$ cat config.mk
export PLATFORM = sky130hd
export DESIGN_NAME = tmds_encoder_pipe
export DESIGN_NICKNAME = d
export VERILOG_FILES = /design/src/rtl/tmds_pkg.sv /design/src/rtl/tmds_qm_stage.sv /design/src/rtl/tmds_encoder_pipe.sv
export SDC_FILE = /design/constraint.sdc
export NUM_CORES = 1
export LEC_CHECK = 0
export ABC_AREA = 1
export CORE_ASPECT_RATIO = 0.75
export CORE_MARGIN = 5
export CORE_UTILIZATION = 45
export CTS_CLUSTER_SIZE = 20
export DETAILED_ROUTE_END_ITERATION = 10
export DONT_BUFFER_PORTS = 1
export GPL_TIMING_DRIVEN = 0
export PLACE_DENSITY = 0.7
export SETUP_SLACK_MARGIN = 0.02
export SLEW_MARGIN = 20
export SYNTH_ARGS = -nofsm -noshare
export SYNTH_HDL_FRONTEND = slang
export SYNTH_SLANG_ARGS = --single-unit
export TNS_END_PERCENT = 20
$ cat constraint.sdc
create_clock -name clk_pixel -period 5.6 [get_ports clk_pixel]
set_input_delay 0.28 -clock clk_pixel [delete_from_list [all_inputs] [get_ports clk_pixel]]
set_output_delay 0.28 -clock clk_pixel [all_outputs]
set_load 0.005 [all_outputs]
$ cat src/rtl/tmds_pkg.sv
// tmds_pkg: shared constants, the stage-1 record and helpers for the DVI TMDS channel encoder.
package tmds_pkg;

  localparam int DISP_W = 5;

  localparam logic [9:0] TOKEN_C00 = 10'b1101010100;
  localparam logic [9:0] TOKEN_C01 = 10'b0010101011;
  localparam logic [9:0] TOKEN_C10 = 10'b0101010100;
  localparam logic [9:0] TOKEN_C11 = 10'b1010101011;

  // Everything stage 2 needs from stage 1, registered as one record.
  typedef struct packed {
    logic       blank;
    logic [1:0] c;
    logic [8:0] q_m;
    logic [3:0] n1;
    logic [3:0] n0;
  } qm_stage_t;

  function automatic logic [3:0] popcount8(input logic [7:0] v);
    logic [3:0] n;
    n = 4'd0;
    for (int i = 0; i < 8; i++) begin
      n = n + {3'b000, v[i]};
    end
    return n;
  endfunction

  function automatic logic [9:0] ctrl_token(input logic [1:0] c);
    logic [9:0] t;
    case (c)
      2'b00:   t = TOKEN_C00;
      2'b01:   t = TOKEN_C01;
      2'b10:   t = TOKEN_C10;
      default: t = TOKEN_C11;
    endcase
    return t;
  endfunction

endpackage

$ cat src/rtl/tmds_qm_stage.sv
// tmds_qm_stage: first pipeline stage, turns a pixel byte into the transition-minimised q_m word.
module tmds_qm_stage
  import tmds_pkg::*;
#(
  parameter logic [1:0] C_ctrl_reset = 2'b00
) (
  input  logic       clk_pixel,
  input  logic       reset,
  input  logic       clk_pixel_ena,
  input  logic [7:0] i_data,
  input  logic [1:0] i_c,
  input  logic       i_blank,
  output logic       o_blank,
  output logic [1:0] o_c,
  output logic [8:0] o_q_m,
  output logic [3:0] o_n1,
  output logic [3:0] o_n0
);

  qm_stage_t  stage_d;
  qm_stage_t  stage_q;
  logic [3:0] n1d;
  logic       use_xnor;
  logic [8:0] q_m;

  // Pick XOR or XNOR chaining to minimise transitions, then count the ones left in q_m.
  always_comb begin
    n1d      = popcount8(i_data);
    use_xnor = (n1d > 4'd4) || ((n1d == 4'd4) && !i_data[0]);
    q_m      = 9'd0;
    q_m[0]   = i_data[0];
    for (int i = 1; i < 8; i++) begin
      q_m[i] = use_xnor ? ~(q_m[i-1] ^ i_data[i]) : (q_m[i-1] ^ i_data[i]);
    end
    q_m[8]        = ~use_xnor;
    stage_d.blank = i_blank;
    stage_d.c     = i_c;
    stage_d.q_m   = q_m;
    stage_d.n1    = popcount8(q_m[7:0]);
    stage_d.n0    = 4'd8 - stage_d.n1;
  end

  // Stage-1 register: reset parks the pipe in a control period, otherwise advance on enable.
  always_ff @(posedge clk_pixel) begin
    if (reset) begin
      stage_q.blank <= 1'b1;
      stage_q.c     <= C_ctrl_reset;
      stage_q.q_m   <= 9'd0;
      stage_q.n1    <= 4'd0;
      stage_q.n0    <= 4'd8;
    end else if (clk_pixel_ena) begin
      stage_q <= stage_d;
    end
  end

  assign o_blank = stage_q.blank;
  assign o_c     = stage_q.c;
  assign o_q_m   = stage_q.q_m;
  assign o_n1    = stage_q.n1;
  assign o_n0    = stage_q.n0;

endmodule

$ cat src/rtl/tmds_encoder_pipe.sv
// tmds_encoder_pipe: two-stage DVI TMDS encoder for one colour channel, with running DC balance.
module tmds_encoder_pipe
  import tmds_pkg::*;
#(
  parameter logic [1:0] C_ctrl_reset = 2'b00
) (
  input  logic       clk_pixel,
  input  logic       reset,
  input  logic       clk_pixel_ena,
  input  logic [7:0] i_data,
  input  logic [1:0] i_c,
  input  logic       i_blank,
  output logic [9:0] o_tmds
);

  localparam logic signed [DISP_W-1:0] CNT_ZERO = 5'sd0;
  localparam logic signed [DISP_W-1:0] CNT_TWO  = 5'sd2;

  logic                     s1_blank;
  logic [1:0]               s1_c;
  logic [8:0]               s1_q_m;
  logic [3:0]               s1_n1;
  logic [3:0]               s1_n0;
  logic [9:0]               tmds_d;
  logic [9:0]               tmds_q;
  logic signed [DISP_W-1:0] cnt_d;
  logic signed [DISP_W-1:0] cnt_q;
  logic signed [DISP_W-1:0] diff;
  logic                     cnt_zero;
  logic                     cnt_pos;
  logic                     cnt_neg;

  tmds_qm_stage #(
    .C_ctrl_reset (C_ctrl_reset)
  ) u_qm_stage (
    .clk_pixel     (clk_pixel),
    .reset         (reset),
    .clk_pixel_ena (clk_pixel_ena),
    .i_data        (i_data),
    .i_c           (i_c),
    .i_blank       (i_blank),
    .o_blank       (s1_blank),
    .o_c           (s1_c),
    .o_q_m         (s1_q_m),
    .o_n1          (s1_n1),
    .o_n0          (s1_n0)
  );

  // Choose whether to invert q_m from the running disparity, and track the resulting balance.
  always_comb begin
    tmds_d   = tmds_q;
    cnt_d    = cnt_q;
    diff     = $signed({1'b0, s1_n1}) - $signed({1'b0, s1_n0});
    cnt_zero = (cnt_q == CNT_ZERO);
    cnt_neg  = cnt_q[DISP_W-1];
    cnt_pos  = !cnt_zero && !cnt_neg;
    if (s1_blank) begin
      tmds_d = ctrl_token(s1_c);
      cnt_d  = CNT_ZERO;
    end else if (cnt_zero || (s1_n1 == s1_n0)) begin
      tmds_d = {~s1_q_m[8], s1_q_m[8], s1_q_m[8] ? s1_q_m[7:0] : ~s1_q_m[7:0]};
      cnt_d  = s1_q_m[8] ? (cnt_q + diff) : (cnt_q - diff);
    end else if ((cnt_pos && (s1_n1 > s1_n0)) || (cnt_neg && (s1_n0 > s1_n1))) begin
      tmds_d = {1'b1, s1_q_m[8], ~s1_q_m[7:0]};
      cnt_d  = cnt_q - diff + (s1_q_m[8] ? CNT_TWO : CNT_ZERO);
    end else begin
      tmds_d = {1'b0, s1_q_m[8], s1_q_m[7:0]};
      cnt_d  = cnt_q + diff - (s1_q_m[8] ? CNT_ZERO : CNT_TWO);
    end
  end

  // Output symbol and disparity counter; reset emits the idle control token whatever the enable.
  always_ff @(posedge clk_pixel) begin
    if (reset) begin
      tmds_q <= ctrl_token(C_ctrl_reset);
      cnt_q  <= CNT_ZERO;
    end else if (clk_pixel_ena) begin
      tmds_q <= tmds_d;
      cnt_q  <= cnt_d;
    end
  end

  assign o_tmds = tmds_q;

endmodule

== Word level (Yosys, flattened, before mapping) ==
Index checks and enable logic that the tools add are counted.

* Register bits: 35
* Latch bits: 0
* RAM bits: 0
* Memory bits (read-only): 0
* Input port bits: 14
* Logic and storage cells: 81
* Memories kept: 0

* Add/sub/neg operators: 20
* $mul: 0
* Divide/modulo/power cells: 0
* Magnitude comparators: 3
* Equality and inequality tests: 4
* Shift operators: 0
* Multiplexer cells: 18
* Bitwise logic cells: 17
* Reductions and logical operators: 12

{| class="wikitable"
|+ Operators with widths
! operator !! number
|-
| $add A4 B1 Y4 || 12
|-
| $mux W10 || 3
|-
| $pmux W10 S3 || 1
|-
| $mux W5 || 4
|-
| $not A1 Y1 || 9
|-
| $gt A4 B4 Y1 || 2
|-
| $mux W8 || 1
|-
| $not A8 Y8 || 1
|-
| $mux W1 || 7
|-
| $xor A1 B1 Y1 || 7
|-
| $add A5 B3 Y5 || 1
|-
| $add A5 B5 Y5 || 1
|-
| $logic_not A5 Y1 || 1
|-
| $sub A4 B4 Y5 || 1
|-
| $sub A5 B3 Y5 || 1
|-
| $sub A5 B5 Y5 || 1
|-
| $add A1 B1 Y2 || 2
|-
| $eq A4 B3 Y1 const B || 1
|-
| $eq A4 B4 Y1 || 1
|-
| $gt A4 B3 Y1 const B || 1
|-
| $logic_and A1 B1 Y1 || 4
|-
| $mux W2 || 2
|-
| $sub A4 B4 Y4 const A || 1
|-
| $logic_not A1 Y1 || 3
|-
| other kinds (4) || 6
|}

== Longest topological paths before layout ==
Gate-level depths: netlist (run 1).

* Depth after elaboration: 31
* Gate-level depth with buffers: 28
* Mapped depth without buffers: 28

== Cells and area by module ==
Synthesis (run 1) repeated with hierarchy kept, for this count alone.

* Cell total of the unflattened synthesis: 412
* Area total of the unflattened synthesis: 2867.8 um^2

{| class="wikitable"
|+ Modules (own cells, without submodules)
! module !! instances !! cells an instance !! area an instance (um^2) !! sequential area each (um^2)
|-
| tmds_encoder_pipe || 1 || 241 || 1571.5 || 300.3
|-
| tmds_qm_stage || 1 || 171 || 1296.2 || 380.4
|}

== Least setup slack after synthesis (run 1) ==
Ideal clock, no wire load.

* Path type: input to register
* From: in i_data[0]
* To: reg u_qm_stage.stage_q, in the netlist u_qm_stage.o_n0[2]
* Data arrival time: 5.609 ns
* Setup slack: -0.124 ns
* Stages on the path: 26
* Buffers on the path: 0
* Path through: ha_1 -> inv_1 -> fa_1 -> fa_1 -> inv_1 -> fa_1 -> fa_1 -> inv_1 -> nand3_1 -> nand2_2 -> nand2_4 -> nand2_1 -> nand2_2 -> nand2_1 -> nand2_1 -> xor2_1 -> fa_1 -> inv_1 -> fa_1 -> fa_1 -> fa_1 -> inv_1 -> ha_1 -> xnor2_1 -> o21ai_0 -> inv_1

{| class="wikitable"
|+ RTL lines
! item !! RTL line !! RTL
|-
| start: declaration || tmds_encoder_pipe.sv:10 || <nowiki>input logic [7:0] i_data,</nowiki>
|-
| end signal: assignment || tmds_qm_stage.sv:52 || <nowiki>stage_q <= stage_d;</nowiki>
|-
| end: declaration || tmds_qm_stage.sv:21 || <nowiki>qm_stage_t stage_q;</nowiki>
|}

==> summary.txt, run 1 <==
Outcome - finished clean
R2r worst-path depth - 15
WL/cell - 13.04 um
Total track usage - 16.96%
Synth top area share - 25.86%
Distinct cells, synth - 28
Gr ovfl total - 0
Post-route ant nets - 0
Max H-tree Level - 2
# IOs - 24
Async SR Flop Fraction - 0%
Die Span X - 97.01 um
Pwr Density - 614.6 mW/mm^2
EDFF count, synth - 0
RSZ-0062 raised after global routing - yes
CP bufs+invs - 6
Net Switching - 0.8451 mW
Sequential Power Share - 17.4%
Place WS - -0.2694 ns
FF/Latch Area - 660.6 um^2
Core Region - 0.005439 mm^2
Worst-path clk slew - 0.07 ns
Initial DRT Pass Iterations - 4
Worst setup margin - 0.06506 ns
Sw Share - 48.16%
Hold_ws - 0.1173 ns
Hpwl dp - 4635 um
Clock share of power - 13.2%
Mux cell area share after synthesis - 0%
Worst EP required - 5.75 ns
Initial antenna violation count - 0
Pin count of the biggest net entering global routing - 11
Sink of the worst hold path - u_qm_stage.o_blank
Routed vias - 2,224
Num CTS Buffers - 5
Most used flip-flop cell after synthesis - dfxtp_1
Leading post-synthesis cells by cell area - dfxtp_1 26%, ha_1 13%, inv_1 9.8%
Initial DRC Count - 181
Relative slew slack - 64.49%
Vias per cell - 5.020
Crit path depth - 23
Power share of the combinational group - 69.5%
Clock Sinks - 33
Post-synthesis net count - 405
Finish-stage setup viols - 0
Vias in the first global route - 2,165
VDD IR max - 208.6 uV
Number of max-cap violations - 0
Layout Skew - 0.004406 ns
Reg2reg start - u_qm_stage.o_n1[1]
Critical Path Source Type - input port
Share of layout cells above drive strength 1 - 10.60%
Reg2Reg Setup Slack - 3.02 ns
CTS tree - built
Critical Path End Type - flip-flop
Placement Rows - 23
Post-Syn Area - 0.002555 mm^2
Final Net Count - 417
Post-Route WL - 5775 um
Crit path max fanout - 5
FILL cells - 529
Final Hold Vio Count - 0
Max Clk Rate - 180.7 MHz
CP Class - input port to flip-flop
Seq/Total Area, Yosys - 25.86%
Mapped Cells - 355
Adder-cell share of the synthesized area - 20.27%
Hold Crit Depth - 2
Hold Crit Class - input port to flip-flop
CTS max path bufs - 2
Worst-path cell chain - ha_4, inv_1, fa_1, fa_1, inv_1, fa_2, fa_1, inv_1, nand3_1, nand2_2, nand2_4, xor2_1, ha_1, inv_2, fa_1, inv_2, fa_1, fa_2, fa_1, inv_2, ha_1, o21ai_1, a21oi_1
Tcrit/Tclk final - 98.84%
Hold Crit Start - i_blank
Diodes inserted - 0
Slew Limit Fails - 0
Worst EP arrival - 5.69 ns
Slowest stage delay, CP - 0.54 ns
Leading area contributor after synthesis - dfxtp_1
Final Core Density - 52.50%
Mapped Avg Cell Area - 7.197 um^2
First-pass GRT wire length - 10,100 um
Number of synthesized register bits - 33
Largest family of logic cells by synthesized area - simple AND/OR/NAND/NOR gates
Area Growth Syn to Fin - 11.75%
Final min period - 5.535 ns
Warnings from Yosys - 0
Worst-Margin Slew - 0.5327 ns
CP max-delay cell - fa_1
CTS root buf - clkbuf_8
Clk Latency, worst-skew pair - 0.29 ns
Residual DRC count - 0
DIE HEIGHT - 75.26 um
Placer Congestion - 0.8550
Leakage - 1.416 nW
Critical Path Most Common Cell - fa_1
PortBufs - 0
Cell family with most CP delay - adder cells
Die Footprint - 0.007300 mm^2
Crit Reg-Reg Endpoint - cnt_q[4]
Initial Util - 46.97%
Synth Area in Compound Gates - 15.96%
Post-Synth XOR/XNOR Area - 4.114%
Area taken by multi-input logic gates - 0.001649 mm^2
Int Power - 0.9098 mW
Post-Synth Simple-Gate Area - 22.14%
## metrics by stage
step	instances	cell area (um^2)	total power, mW	setup TNS, ns
global placement	430	2669	1.409	-0.6181
finish	443	2855	1.755	0
CTS	438	2795	1.689	0
floorplan	355	2575	1.223	0
global route	443	2855	1.983	-0.4664
detailed placement	430	2669	1.444	-0.7490
## final cells by class
class,instances,share of cell area [%]
buffer,9,1.490
multi-input combinational,245,57.76
tap,75,3.287
clock buffer,7,3.024
timing repair buffer,5,1.315
inverter,68,8.940
clock inverter,1,1.052
sequential,33,23.14
## how the worst max path moves through the flow
stage / start / end
after global routing: i_data[1] / u_qm_stage.o_n0[1]
final: i_data[1] / u_qm_stage.o_n0[1]
after CTS: i_data[1] / u_qm_stage.o_n0[1]
after global placement: i_data[1] / u_qm_stage.o_n0[1]
after floorplan: i_data[1] / u_qm_stage.o_n0[2]
after detailed placement: i_data[1] / u_qm_stage.o_n0[1]
## worst reg2reg max path, stage by stage (launching register included)
cell and delay, ns:
dfxtp_1 0.36, inv_1 0.05, ha_1 0.34, nand2_1 0.10
nand3b_2 0.11, xor2_1 0.19, inv_1 0.06, ha_1 0.33
xnor2_1 0.36, nor2_1 0.11, inv_1 0.07, nand2_1 0.05
nand3_1 0.06, nand3_1 0.09, nand2_1 0.11, a21oi_1 0.06
## timing repair
item,CTS,global route
setup endpoints to repair,2,4
pin swaps,0,4
setup buffers,0,5
hold buffers,0,0
resized for setup,2,10
## power by group through the flow
stage	sequential, mW	clock, mW	combinational, mW
3_5_place_dp	0.310	0	1.13
3_3_place_gp	0.309	0	1.10
4_1_cts	0.305	0.233	1.15
2_1_floorplan	0.300	0	0.922
6_report	0.305	0.231	1.22
5_1_grt	0.311	0.249	1.42
## cell usage in the layout (no fill, tap or decap), drive strengths merged, types with 2 or more instances in the layout
cell type	netlist	final
a21oi	35	35
buf	2	7
clkbuf	7	14
dfxtp	33	33
fa	9	9
ha	27	27
inv	67	67
nand2	68	68
nand3	29	29
nand3b	4	4
nand4	2	2
nor2	18	18
nor3	2	2
o211ai	11	11
o21ai	25	25
xnor2	8	8
xor2	4	4
## sequential cells by signal, indices dropped and copies added (netlist names)
| signal | flops |
|---|---|
| cnt_q | 5 |
| u_qm_stage.o_n1 | 3 |
| o_tmds | 10 |
| u_qm_stage.o_q_m | 9 |
| u_qm_stage.o_n0 | 3 |
| u_qm_stage.o_c | 2 |
| u_qm_stage.o_blank | 1 |
## cell usage after synthesis (2+ instances only)
library cell and n:
nand2_1 60, nor2_1 18, clkbuf_1 7, fa_1 9, nor3_1 2, a21oi_1 35, o211ai_1 11, o21ai_1 4
nand3_1 28, xnor2_1 8, dfxtp_1 33, nand2_4 2, nand2_2 6, xor2_1 4, o21ai_2 2, nand3b_1 3
nand4_1 2, o21ai_0 19, inv_1 67, ha_1 27
## metal layers
layer	track usage (%)	routed length (um)
met2	27.68	2494
met3	3.148	365
met5	0	0
met4	2.804	25
met1	24.08	2890
## kinds of logic after synthesis
kind of cell	Yosys count
and+or+nand+nor	124
buffers and inverters	77
AOI/OAI and AO/OA	73
adders and majority gates	36
DFF	33
xor gates and xnor gates	12
(Power assumes the default switching activity.)
==> run 2, diff against run 1 <==
--- a/config.mk
+++ b/config.mk
@@ -13,7 +13,7 @@
 export DETAILED_ROUTE_END_ITERATION = 10
 export DONT_BUFFER_PORTS = 1
 export GPL_TIMING_DRIVEN = 0
-export PLACE_DENSITY = 0.7
+export PLACE_DENSITY_LB_ADDON = 0.3
 export SETUP_SLACK_MARGIN = 0.02
 export SLEW_MARGIN = 20
 export SYNTH_ARGS = -nofsm -noshare
==> summary.txt, run 2 (synthesis results as in run 1) <==
Pwr Density - 599.6 mW/mm^2 (-2.4%)
Hold Crit Class - input port to flip-flop
Total track usage - 16.94% (-0.020 points)
Critical Path Source Type - input port
RSZ-0062 raised after global routing - yes
Worst-Margin Slew - 0.5304 ns (-0.002333 ns)
VDD IR max - 264.0 uV (+27%)
Max H-tree Level - 2 (unchanged)
Sink of the worst hold path - u_qm_stage.o_blank
FF/Latch Area - 660.6 um^2 (unchanged)
Worst EP arrival - 5.63 ns (-0.06 ns)
Reg2reg start - u_qm_stage.o_n1[1]
Clk Latency, worst-skew pair - 0.28 ns (about the same)
Residual DRC count - 0 (unchanged)
DIE HEIGHT - 75.26 um (unchanged)
CTS root buf - clkbuf_8
Hold Crit Start - i_blank
Initial antenna violation count - 0 (unchanged)
Placed Area - 0.002669 mm^2 (unchanged)
Pin count of the biggest net entering global routing - 11 (unchanged)
Area taken by multi-input logic gates - 0.001644 mm^2 (-0.30%)
Initial Util - 46.97% (unchanged)
CTS tree - built
Finish-stage setup viols - 0 (unchanged)
Post-route ant nets - 0 (unchanged)
Slew Limit Fails - 0 (unchanged)
Worst-path cell chain - ha_4, inv_1, fa_1, fa_1, inv_1, fa_2, fa_1, inv_1, nand3_1, nand2_2, nand2_4, xor2_1, ha_1, inv_1, fa_1, inv_1, fa_1, fa_2, fa_1, or2_2, nand2_1, xnor2_1, o21ai_0, inv_1
PortBufs - 0 (unchanged)
Die Footprint - 0.007300 mm^2 (unchanged)
Diodes inserted - 0 (unchanged)
# IOs - 24 (unchanged)
Critical Path End Type - flip-flop
Most frequent cells in the layout - 66 x inv_1, 57 x nand2_1, 35 x a21oi_1
Pwr Total - 1.688 mW (-3.8%)
Gr ovfl total - 0 (unchanged)
CP Class - input port to flip-flop
Worst EP required - 5.78 ns (+0.03 ns)
Number of max-cap violations - 0 (unchanged)
Initial DRC Count - 177 (-2.2%)
Routed vias - 2,206 (-0.81%)
Reg2Reg Setup Slack - 3.02 ns (about the same)
Initial DRT Pass Iterations - 5 (+1)
Core Region - 0.005439 mm^2 (unchanged)
Crit path max fanout - 3 (-2)
Layout Skew - 0.005079 ns (+0.0006726 ns)
First-pass GRT wire length - 9873 um (-2.3%)
Final min period - 5.454 ns (-0.08080 ns)
Num CTS Buffers - 5 (unchanged)
Final Net Count - 414 (-0.72%)
Hold_ws - 0.1286 ns (+0.01130 ns)
Worst-path clk slew - 0.07 ns (about the same)
Relative slew slack - 64.64% (+0.16 points)
Tcrit/Tclk final - 97.40% (-1.4 points)
Share of layout cells above drive strength 1 - 9.341% (-1.3 points)
Area Growth Syn to Fin - 10.19%
Vias in the first global route - 2,060 (-4.8%)
Crit Reg-Reg Endpoint - cnt_q[4]
Vias per cell - 5.025 (about the same)
Most common cell after layout, fill and taps aside - inv_1
Hold Crit Depth - 2 (unchanged)
Post-Route WL - 5747 um (-0.48%)
Outcome - finished clean
Final Hold Vio Count - 0 (unchanged)
Placer Congestion - 0.8374 (-2.1%)
WL/cell - 13.09 um (+0.42%)
Die Span X - 97.01 um (unchanged)
Leakage - 1.395 nW (-1.5%)
CP max-delay cell - fa_1
R2r worst-path depth - 15 (unchanged)
Slowest stage delay, CP - 0.52 ns (-0.02 ns)
Largest register FFs - 10 (unchanged)
FILL cells - 532 (+0.57%)
Hpwl dp - 4638 um (about the same)
Clock Sinks - 33 (unchanged)
CTS max path bufs - 2 (unchanged)
Placement Rows - 23 (unchanged)
Max Clk Rate - 183.3 MHz (+1.5%)
Post-route cell area - 0.002815 mm^2 (-1.4%)
run 2: metal layers:
| layer | vias to the layer above | track usage (%) | share of wire, % |
|---|---|---|---|
| met4 | 0 | 4.050 | 0.68 |
| met3 | 6 | 4.630 | 4.9 |
| met2 | 43 | 25.76 | 42 |
| li1 | 1160 | - | - |
| met5 | - | 0 | 0 |
| met1 | 997 | 24.08 | 53 |
run 2: what timing repair did:
item,in CTS,in global routing
hold buffers,0,0
endpoints found under the setup margin,2,4
buffers inserted,0,2
resized for setup,3,5
pin swaps,0,5
run 2: where the power goes:
group / leakage [nW] / switching [mW] / internal, mW / total, mW
Combinational: 1.07 / 0.708 / 0.464 / 1.17
Sequential: 0.273 / 0.0301 / 0.275 / 0.305
Clock: 0.0540 / 0.0822 / 0.129 / 0.211
Total: 1.39 / 0.821 / 0.868 / 1.69
run 2: through the flow:
step	setup TNS, ns	utilization (%)	worst slack, ns	std cells
5_1_grt	-0.1095	51.76	-0.05703	439
2_1_floorplan	0	-	0.02897	355
4_1_cts	0	51.16	0.005861	437
3_3_place_gp	-0.6916	49.07	-0.2660	430
6_report	0	51.76	0.1459	439
3_5_place_dp	-1.072	49.07	-0.3738	430
run 2: area by class of cell:
cell class	count	share of cell area, %
inverter	68	9.067
clock inverter	2	1.244
clock buffer	5	2.444
buffer	9	1.511
timing repair buffer	2	0.5333
tap	75	3.333
sequential	33	23.47
multi-input combinational	245	58.40
run 2: worst max-delay path by stage:
stage / startpoint / to
floorplan: i_data[1] / u_qm_stage.o_n0[2]
global placement: i_data[1] / u_qm_stage.o_n0[1]
detailed placement: i_data[1] / u_qm_stage.o_n0[1]
CTS: i_data[1] / u_qm_stage.o_n0[2]
global route: i_data[1] / u_qm_stage.o_n0[2]
finish: i_data[1] / u_qm_stage.o_n0[2]
run 2: critical path: cells and delay by family:
family	cells	cell delay, ns
AND/OR/NAND/NOR	5	0.65
AO/OA/AOI/OAI	1	0.14
buffers and inverters	6	0.31
XOR/XNOR	2	0.22
adder cells (fa/ha/maj)	10	4.01
